<file path="src/rtl/spi_pkg.sv">
// Shared types for the multi-mode SPI master: FSM state encoding and SPI mode pair.
// Latency: none (types only).
// Backpressure: none (types only).
package spi_pkg;

  typedef enum logic [1:0] {
    IDLE  = 2'd0,
    SETUP = 2'd1,
    XFER  = 2'd2,
    HOLD  = 2'd3
  } spi_state_t;

  typedef struct packed {
    logic cpol;
    logic cpha;
  } spi_mode_t;

endpackage

</file>
<file path="src/rtl/spi_clk_gen.sv">
// SCK divider: half-period strobes every div+1 enabled cycles, registered sck level.
// Latency: first half_tick in the (div+1)-th cycle after en rises; sck toggles on the edge ending a tick.
// Backpressure: none; free-running while en is high, cleared and parked at idle_lvl while en is low.
//
// Ports:
//   clk, rst    system clock, synchronous active-high reset
//   en          run the divider (low: counter cleared, sck follows idle_lvl)
//   xfer        half-periods toggle sck and produce lead/trail strobes
//   idle_lvl    SCK idle level (CPOL)
//   div         half-period length minus one, must be held stable while en
//   half_tick   last cycle of a half-period
//   lead_tick   half_tick whose edge moves sck away from idle_lvl
//   trail_tick  half_tick whose edge returns sck to idle_lvl
//   sck         registered SPI clock
module spi_clk_gen #(
  parameter int DIV_WIDTH = 8
) (
  input  logic                 clk,
  input  logic                 rst,
  input  logic                 en,
  input  logic                 xfer,
  input  logic                 idle_lvl,
  input  logic [DIV_WIDTH-1:0] div,
  output logic                 half_tick,
  output logic                 lead_tick,
  output logic                 trail_tick,
  output logic                 sck
);

  logic [DIV_WIDTH-1:0] cnt;

  // Counter restarts at zero on every boundary and only ever compares
  // equal to a stable div, so it can never wrap early into a short half-period.
  assign half_tick  = en && (cnt == div);
  assign lead_tick  = half_tick && xfer && (sck == idle_lvl);
  assign trail_tick = half_tick && xfer && (sck != idle_lvl);

  always_ff @(posedge clk) begin
    if (rst) begin
      cnt <= '0;
      sck <= 1'b0;
    end else if (!en) begin
      cnt <= '0;
      sck <= idle_lvl;
    end else begin
      if (half_tick) begin
        cnt <= '0;
      end else begin
        cnt <= cnt + DIV_WIDTH'(1);
      end
      if (half_tick && xfer) begin
        sck <= ~sck;
      end
    end
  end

endmodule

</file>
<file path="src/rtl/spi_master_multi.sv">
// Parametrised SPI master: programmable divider, CPOL/CPHA modes, variable length, one-hot chip selects.
// Latency: done pulses (2*len+2)*(div+1)+1 cycles after the cycle start is presented in IDLE.
// Backpressure: start is accepted only in IDLE; start while busy is dropped, never queued.
//
// Ports:
//   clk, rst    system clock, synchronous active-high reset
//   start       transfer request, sampled only in IDLE
//   cs_sel      chip-select index (out of range: no chip select asserted)
//   len         bits to transfer (0 or > DATA_WIDTH means DATA_WIDTH)
//   div         SCK half-period = div+1 clk cycles
//   cpol, cpha  SPI mode
//   tx_data     right-aligned transmit word, bit len-1 first
//   rx_data     right-aligned, zero-extended receive word, valid with done
//   busy, done  transfer in progress / one-cycle completion pulse
//   sck, sdo, sdi, cs_n   SPI pins
module spi_master_multi
  import spi_pkg::*;
#(
  parameter  int DATA_WIDTH = 32,
  parameter  int NUM_CS     = 2,
  parameter  int DIV_WIDTH  = 8,
  localparam int CSW        = (NUM_CS > 1) ? $clog2(NUM_CS) : 1,
  localparam int LW         = $clog2(DATA_WIDTH + 1)
) (
  input  logic                  clk,
  input  logic                  rst,
  input  logic                  start,
  input  logic [CSW-1:0]        cs_sel,
  input  logic [LW-1:0]         len,
  input  logic [DIV_WIDTH-1:0]  div,
  input  logic                  cpol,
  input  logic                  cpha,
  input  logic [DATA_WIDTH-1:0] tx_data,
  output logic [DATA_WIDTH-1:0] rx_data,
  output logic                  busy,
  output logic                  done,
  output logic                  sck,
  output logic                  sdo,
  input  logic                  sdi,
  output logic [NUM_CS-1:0]     cs_n
);

  // Half-period counter must reach 2*DATA_WIDTH-1.
  localparam int HW = LW + 1;

  spi_state_t            state;
  spi_mode_t             mode_q;
  logic [LW-1:0]         len_q;
  logic [DIV_WIDTH-1:0]  div_q;
  logic [DATA_WIDTH-1:0] tx_sh;
  logic [DATA_WIDTH-1:0] rx_sh;
  logic [HW-1:0]         hcnt;

  logic                  half_tick;
  logic                  lead_tick;
  logic                  trail_tick;
  logic                  idle_lvl;
  logic                  last_half;
  logic [LW-1:0]         len_eff;
  logic [DATA_WIDTH-1:0] tx_aligned;

  function automatic logic [NUM_CS-1:0] cs_decode(input logic [CSW-1:0] sel);
    logic [NUM_CS-1:0] v;
    v = '1;
    for (int i = 0; i < NUM_CS; i++) begin
      v[i] = (int'(sel) != i);
    end
    return v;
  endfunction

  assign len_eff = ((len == '0) || (len > LW'(DATA_WIDTH))) ? LW'(DATA_WIDTH) : len;

  // Left-justify so the first bit to send is always the MSB of the shifter.
  assign tx_aligned = tx_data << (LW'(DATA_WIDTH) - len_eff);

  assign last_half = (hcnt == ({len_q, 1'b0} - HW'(1)));

  // SCK tracks the live cpol input while idle so the bus parks correctly
  // before the first transfer; once running it uses the latched mode.
  assign idle_lvl = (state == IDLE) ? cpol : mode_q.cpol;

  spi_clk_gen #(
    .DIV_WIDTH (DIV_WIDTH)
  ) u_clk_gen (
    .clk        (clk),
    .rst        (rst),
    .en         (state != IDLE),
    .xfer       (state == XFER),
    .idle_lvl   (idle_lvl),
    .div        (div_q),
    .half_tick  (half_tick),
    .lead_tick  (lead_tick),
    .trail_tick (trail_tick),
    .sck        (sck)
  );

  always_ff @(posedge clk) begin
    if (rst) begin
      state   <= IDLE;
      mode_q  <= '0;
      len_q   <= '0;
      div_q   <= '0;
      tx_sh   <= '0;
      rx_sh   <= '0;
      hcnt    <= '0;
      rx_data <= '0;
      busy    <= 1'b0;
      done    <= 1'b0;
      sdo     <= 1'b0;
      cs_n    <= '1;
    end else begin
      done <= 1'b0;
      case (state)
        IDLE: begin
          sdo  <= 1'b0;
          cs_n <= '1;
          if (start) begin
            state       <= SETUP;
            busy        <= 1'b1;
            mode_q.cpol <= cpol;
            mode_q.cpha <= cpha;
            len_q       <= len_eff;
            div_q       <= div;
            rx_sh       <= '0;
            hcnt        <= '0;
            cs_n        <= cs_decode(cs_sel);
            // cpha=0 presents the first bit before the first edge;
            // cpha=1 drives it on the first (leading) edge instead.
            if (!cpha) begin
              sdo   <= tx_aligned[DATA_WIDTH-1];
              tx_sh <= tx_aligned << 1;
            end else begin
              tx_sh <= tx_aligned;
            end
          end
        end

        SETUP: begin
          if (half_tick) begin
            state <= XFER;
          end
        end

        XFER: begin
          if (lead_tick) begin
            if (!mode_q.cpha) begin
              rx_sh <= {rx_sh[DATA_WIDTH-2:0], sdi};
            end else begin
              sdo   <= tx_sh[DATA_WIDTH-1];
              tx_sh <= tx_sh << 1;
            end
          end
          if (trail_tick) begin
            if (mode_q.cpha) begin
              rx_sh <= {rx_sh[DATA_WIDTH-2:0], sdi};
            end else if (!last_half) begin
              sdo   <= tx_sh[DATA_WIDTH-1];
              tx_sh <= tx_sh << 1;
            end
          end
          if (half_tick) begin
            hcnt <= hcnt + HW'(1);
            if (last_half) begin
              state <= HOLD;
            end
          end
        end

        HOLD: begin
          if (half_tick) begin
            state   <= IDLE;
            cs_n    <= '1;
            sdo     <= 1'b0;
            busy    <= 1'b0;
            done    <= 1'b1;
            rx_data <= rx_sh;
          end
        end

        default: state <= IDLE;
      endcase
    end
  end

endmodule

</file>
<file path="config.mk">
export PLATFORM = sky130hd
export DESIGN_NAME = spi_master_multi
export DESIGN_NICKNAME = d
export VERILOG_FILES = /design/src/rtl/spi_pkg.sv /design/src/rtl/spi_clk_gen.sv /design/src/rtl/spi_master_multi.sv
export SDC_FILE = /design/constraint.sdc
export NUM_CORES = 1
export LEC_CHECK = 0
export CORE_MARGIN = 1.5
export CORE_UTILIZATION = 40
export DETAILED_ROUTE_END_ITERATION = 8
export GPL_TIMING_DRIVEN = 1
export PLACE_DENSITY = 0.64
export SETUP_SLACK_MARGIN = 0.02
export SYNTH_ARGS = -nofsm -noshare
export SYNTH_HDL_FRONTEND = slang
export SYNTH_HIERARCHICAL = 1
export SYNTH_SLANG_ARGS = --single-unit
export TNS_END_PERCENT = 1
</file>
<file path="constraint.sdc">
create_clock -name clk -period 10 [get_ports clk]
set_clock_uncertainty 0.2 [all_clocks]
set_input_delay 2 -clock clk [delete_from_list [all_inputs] [get_ports clk]]
set_output_delay 2 -clock clk [all_outputs]
set_load 0.01 [all_outputs]
</file>
==> results.txt <==
----------------------------------------------------
[Status]
  Result of the run ... finished, final reports clean

[Layout]
  Filler Cells Inserted ... 1,809
  Total area of multi-input combinational cells ... 0.00475 sq mm
  Footprint of the flip-flops and latches ... 0.00270 sq mm
  Layout cells sized above 1 ... 12.1%
  Antenna fix cells ... 0
  Number of nets in the final layout ... 1,041
  Syn-to-layout area delta ... 20.8%
  Final core utilization ... 49.9%

[Placement]
  Count of port buffers added during placement ... 90
  RePlAce Congestion ... 0.937
  Sum of net half-perimeters after detailed placement ... 14.3 mm
  Post-placement worst setup slack ... 3.56 ns

[Global routing]
  Maximum number of pins on one net before global-route repair ... 70
  Wire length of the first global-routing pass ... 33.4 mm
  Antenna violations before repair ... 0
  Number of global-route vias before repair ... 6,460
  Total Routing Usage GR ... 20.6%
  Global-route congestion overflow total ... 0

[Clocking]
  Buffer type at the clock tree root ... clkbuf_16
  H-tree depth reported by CTS ... 4
  CTS max path bufs ... 2
  CTS Sinks ... 135
  TritonCTS clock tree ... yes
  Clock-pin slew of the registers on the worst-case setup and hold paths ... 0.06 ns
  Post-cts gate resize count ... 0
  Total of hold buffers inserted after clock tree synthesis ... 0
  TritonCTS buffer count ... 17
  Setup fix buffers added after clock tree synthesis ... 0
  Clk Latency, worst-skew pair ... 0.42 ns

[Yosys]
  Most frequent cells after synthesis ... dfxtp_1, nand2_1, nor2_1
  Yosys cell types ... 76
  Simple-gate area share of the yosys netlist ... 19.2%
  Share of the synthesized netlist area taken by xor and xnor gates ... 3.58%
  Number of nets produced by synthesis ... 984
  Fraction of registers with async set/reset ... 0%
  Compound-gate portion of the synthesized area ... 20.5%
  Share of synthesized cell area in full adder, half adder and majority cells ... 1.28%
  Sequential area share after synthesis ... 34.5%
  Cell area after technology mapping ... 0.00783 sq mm
  Largest cells by area after synthesis ... dfxtp_1, mux4_2, nand2_1
  Area leader, netlist ... dfxtp_1
  Post-synthesis register bit count ... 135
  Number of instances in the synthesized netlist ... 923
  Number of synthesis warnings ... 6
  Number of flops mapped to enable cells by yosys ... 0
  Share of the synthesized area in the top cell type ... 34.5%
  Dominant cell by count in the synthesized netlist ... dfxtp_1
  Post-synth top flop ... dfxtp_1
  Main combinational cell family by area after synthesis ... compound AO/OA/AOI/OAI gates
  Mean post-synth cell area ... 8.48 sq um
  Multiplexer share of the synthesized area ... 16.0%

[Timing]
  Highest clock frequency the design can meet ... 0.166 GHz
  Slew at the pin with the worst max-slew slack ... 1.08 ns
  Post-route setup TNS ... 0 ns
  Final Max Slew Viols ... 0
  Setup WS post-layout ... 3.96 ns
  Slew HR ... 27.6%
  Setup repair after global routing missed its margin ... false
  Hold violation count in the final report ... 0
  Fin crit share ... 60.4%
  Minimum period implied by the final worst setup slack ... 6.04 ns
  Setup-failing EPs final ... 0

[Detailed routing]
  Average detailed-routed wire length per instance ... 16.3 microns
  Overall via count from detail_route ... 7,040
  Via density ... 5.62
  First drt pass iteration count ... 5
  Iteration-0 DRC Markers ... 573
  Count of nets left with antenna violations after detail routing ... 0
  Remaining routing DRC violations ... 0
  Final WL ... 20.5 mm

[Worst setup path]
  Type of element capturing the critical path ... register
  Arrival @ worst endpoint ... 6.13 ns
  Worst stage delay on the critical path ... 0.60 ns
  Cell occurring most often along the worst timing path ... buf_4
  Highest net fanout along the worst path ... 41
  Bufs and invs on worst path ... 5
  Ordered cell list for the critical path ... clkdlybuf4s50_1 -> nor2b_2 -> buf_4 -> inv_2 -> ha_1 -> buf_4 -> mux2i_1 -> inv_1 -> mux4_2 -> mux2_2 -> o221ai_1 -> a211o_1 -> o22ai_1
  Critical Path Source Type ... primary input
  Classification of the worst setup path ... primary input to register
  Master of the slowest instance on the critical path ... clkdlybuf4s50_1
  Crit path max-delay family ... buffers and inverters
  Critical Path RT ... 10.09 ns

[Floorplan]
  Top-Level Pins ... 91
  Initial core utilization ... 41.3%
  Height of the die ... 143 microns
  Area of the core region ... 0.0190 sq mm
  Die Width ... 143 microns
  Die ar. ... 0.0204 sq mm
  Number of core rows ... 50

[Power]
  Leak Pwr ... 3.35 nW
  Peak supply drop ... 0.136 mV
  Power density normalized to cell area ... 207 mW/mm^2
  Overall power consumption ... 0.00196 W

[Worst hold path]
  Path type of the worst min-delay path ... register to register

[Run]
  Maximum Capacitance Violations ... 0

----------------------------------------------------
## path summary, 6_finish.rpt
path                                                 end  slack (ns)                     start  depth (start not counted)
worst max-delay path              tx_sh[27]$_SDFFE_PP0P_        3.96                    len[5]                         13
worst min-delay path            rx_data[11]$_SDFFE_PP0P_        0.25  rx_data[11]$_SDFFE_PP0P_                          2
worst max register to register     tx_sh[6]$_SDFFE_PP0P_        6.48     state[0]$_SDFFE_PP0P_                         13
worst min register to register  rx_data[11]$_SDFFE_PP0P_        0.25  rx_data[11]$_SDFFE_PP0P_                          2
## placed cells by master (no fill, tap or decap), types with 5 or more instances in the layout
cell,count
dfxtp_1,135
nand2_1,128
nor2_1,110
clkdlybuf4s50_1,89
a21oi_1,77
mux2i_1,41
a22oi_1,41
nor3_1,28
mux4_2,26
o21ai_0,23
inv_1,21
mux2_2,20
xor2_1,18
o22ai_1,17
clkbuf_16,17
nand3_1,15
buf_4,15
a211oi_1,14
nand2b_1,9
xnor2_1,9
o211ai_1,8
ha_1,8
a31oi_1,7
and3_1,5
nor4_1,5
inv_6,5
inv_8,5
## cell type report
type,instances,area share [%]
multi-input combinational,700,50.2
sequential,135,28.6
timing repair buffer,104,10.6
clock buffer,18,4.65
tap,260,3.44
clock inverter,14,1.63
inverter,22,0.873
## kinds of logic (layout without fill, tap and decap cells)
group,after synthesis,in the layout
AND/OR/NAND/NOR,334,334
AO/OA/AOI/OAI,240,240
flip-flops,135,135
multiplexers,89,89
buffers and inverters,88,158
XOR/XNOR,29,29
adder cells (fa/ha/maj),8,8
## power by group
group	internal [W]	total [W]	switching, W
combinational	0.000259	0.000669	0.000410
sequential	0.000610	0.000660	0.0000505
clock	0.000362	0.000628	0.000266
## layer usage
layer	track usage, %	share of wire [%]	vias up	wire length (microns)
li1	-	-	3464	-
met1	28.3	47	3322	9730
met2	31.8	46	214	9350
met3	4.12	4.6	40	934
met4	7.49	2.3	0	471
met5	0	0	-	0
## worst register-to-register path: stages, from the launching register on
cell and delay [ns]:
dfxtp_1 0.38, inv_1 0.08, ha_1 0.32, inv_1 0.27
and3_1 0.23, nand3_2 0.12, and2b_2 0.27, nor2b_1 0.22
nand2b_1 0.08, o211ai_1 0.19, buf_4 0.34, mux2_4 0.34
a211oi_1 0.27, nor3_1 0.08
## registers in the layout, indices dropped and copies added, names as in the netlist
| name | flops |
|---|---|
| busy | 1 |
| cs_n | 2 |
| div_q | 8 |
| done | 1 |
| hcnt | 7 |
| len_q | 6 |
| mode_q | 2 |
| rx_data | 32 |
| rx_sh | 32 |
| sdo | 1 |
| state | 2 |
| tx_sh | 32 |
| u_clk_gen/cnt | 8 |
| u_clk_gen/sck | 1 |
## through the flow
stage | hold slack (ns) | cell area [sq um] | cells
after floorplan | 0.228 | 7830 | 923
after global placement | 0.243 | 8860 | 1221
after detailed placement | 0.246 | 8860 | 1221
after CTS | 0.255 | 9450 | 1253
after global routing | 0.276 | 9450 | 1253
final | 0.252 | 9450 | 1253
(Power assumes the default switching activity.)
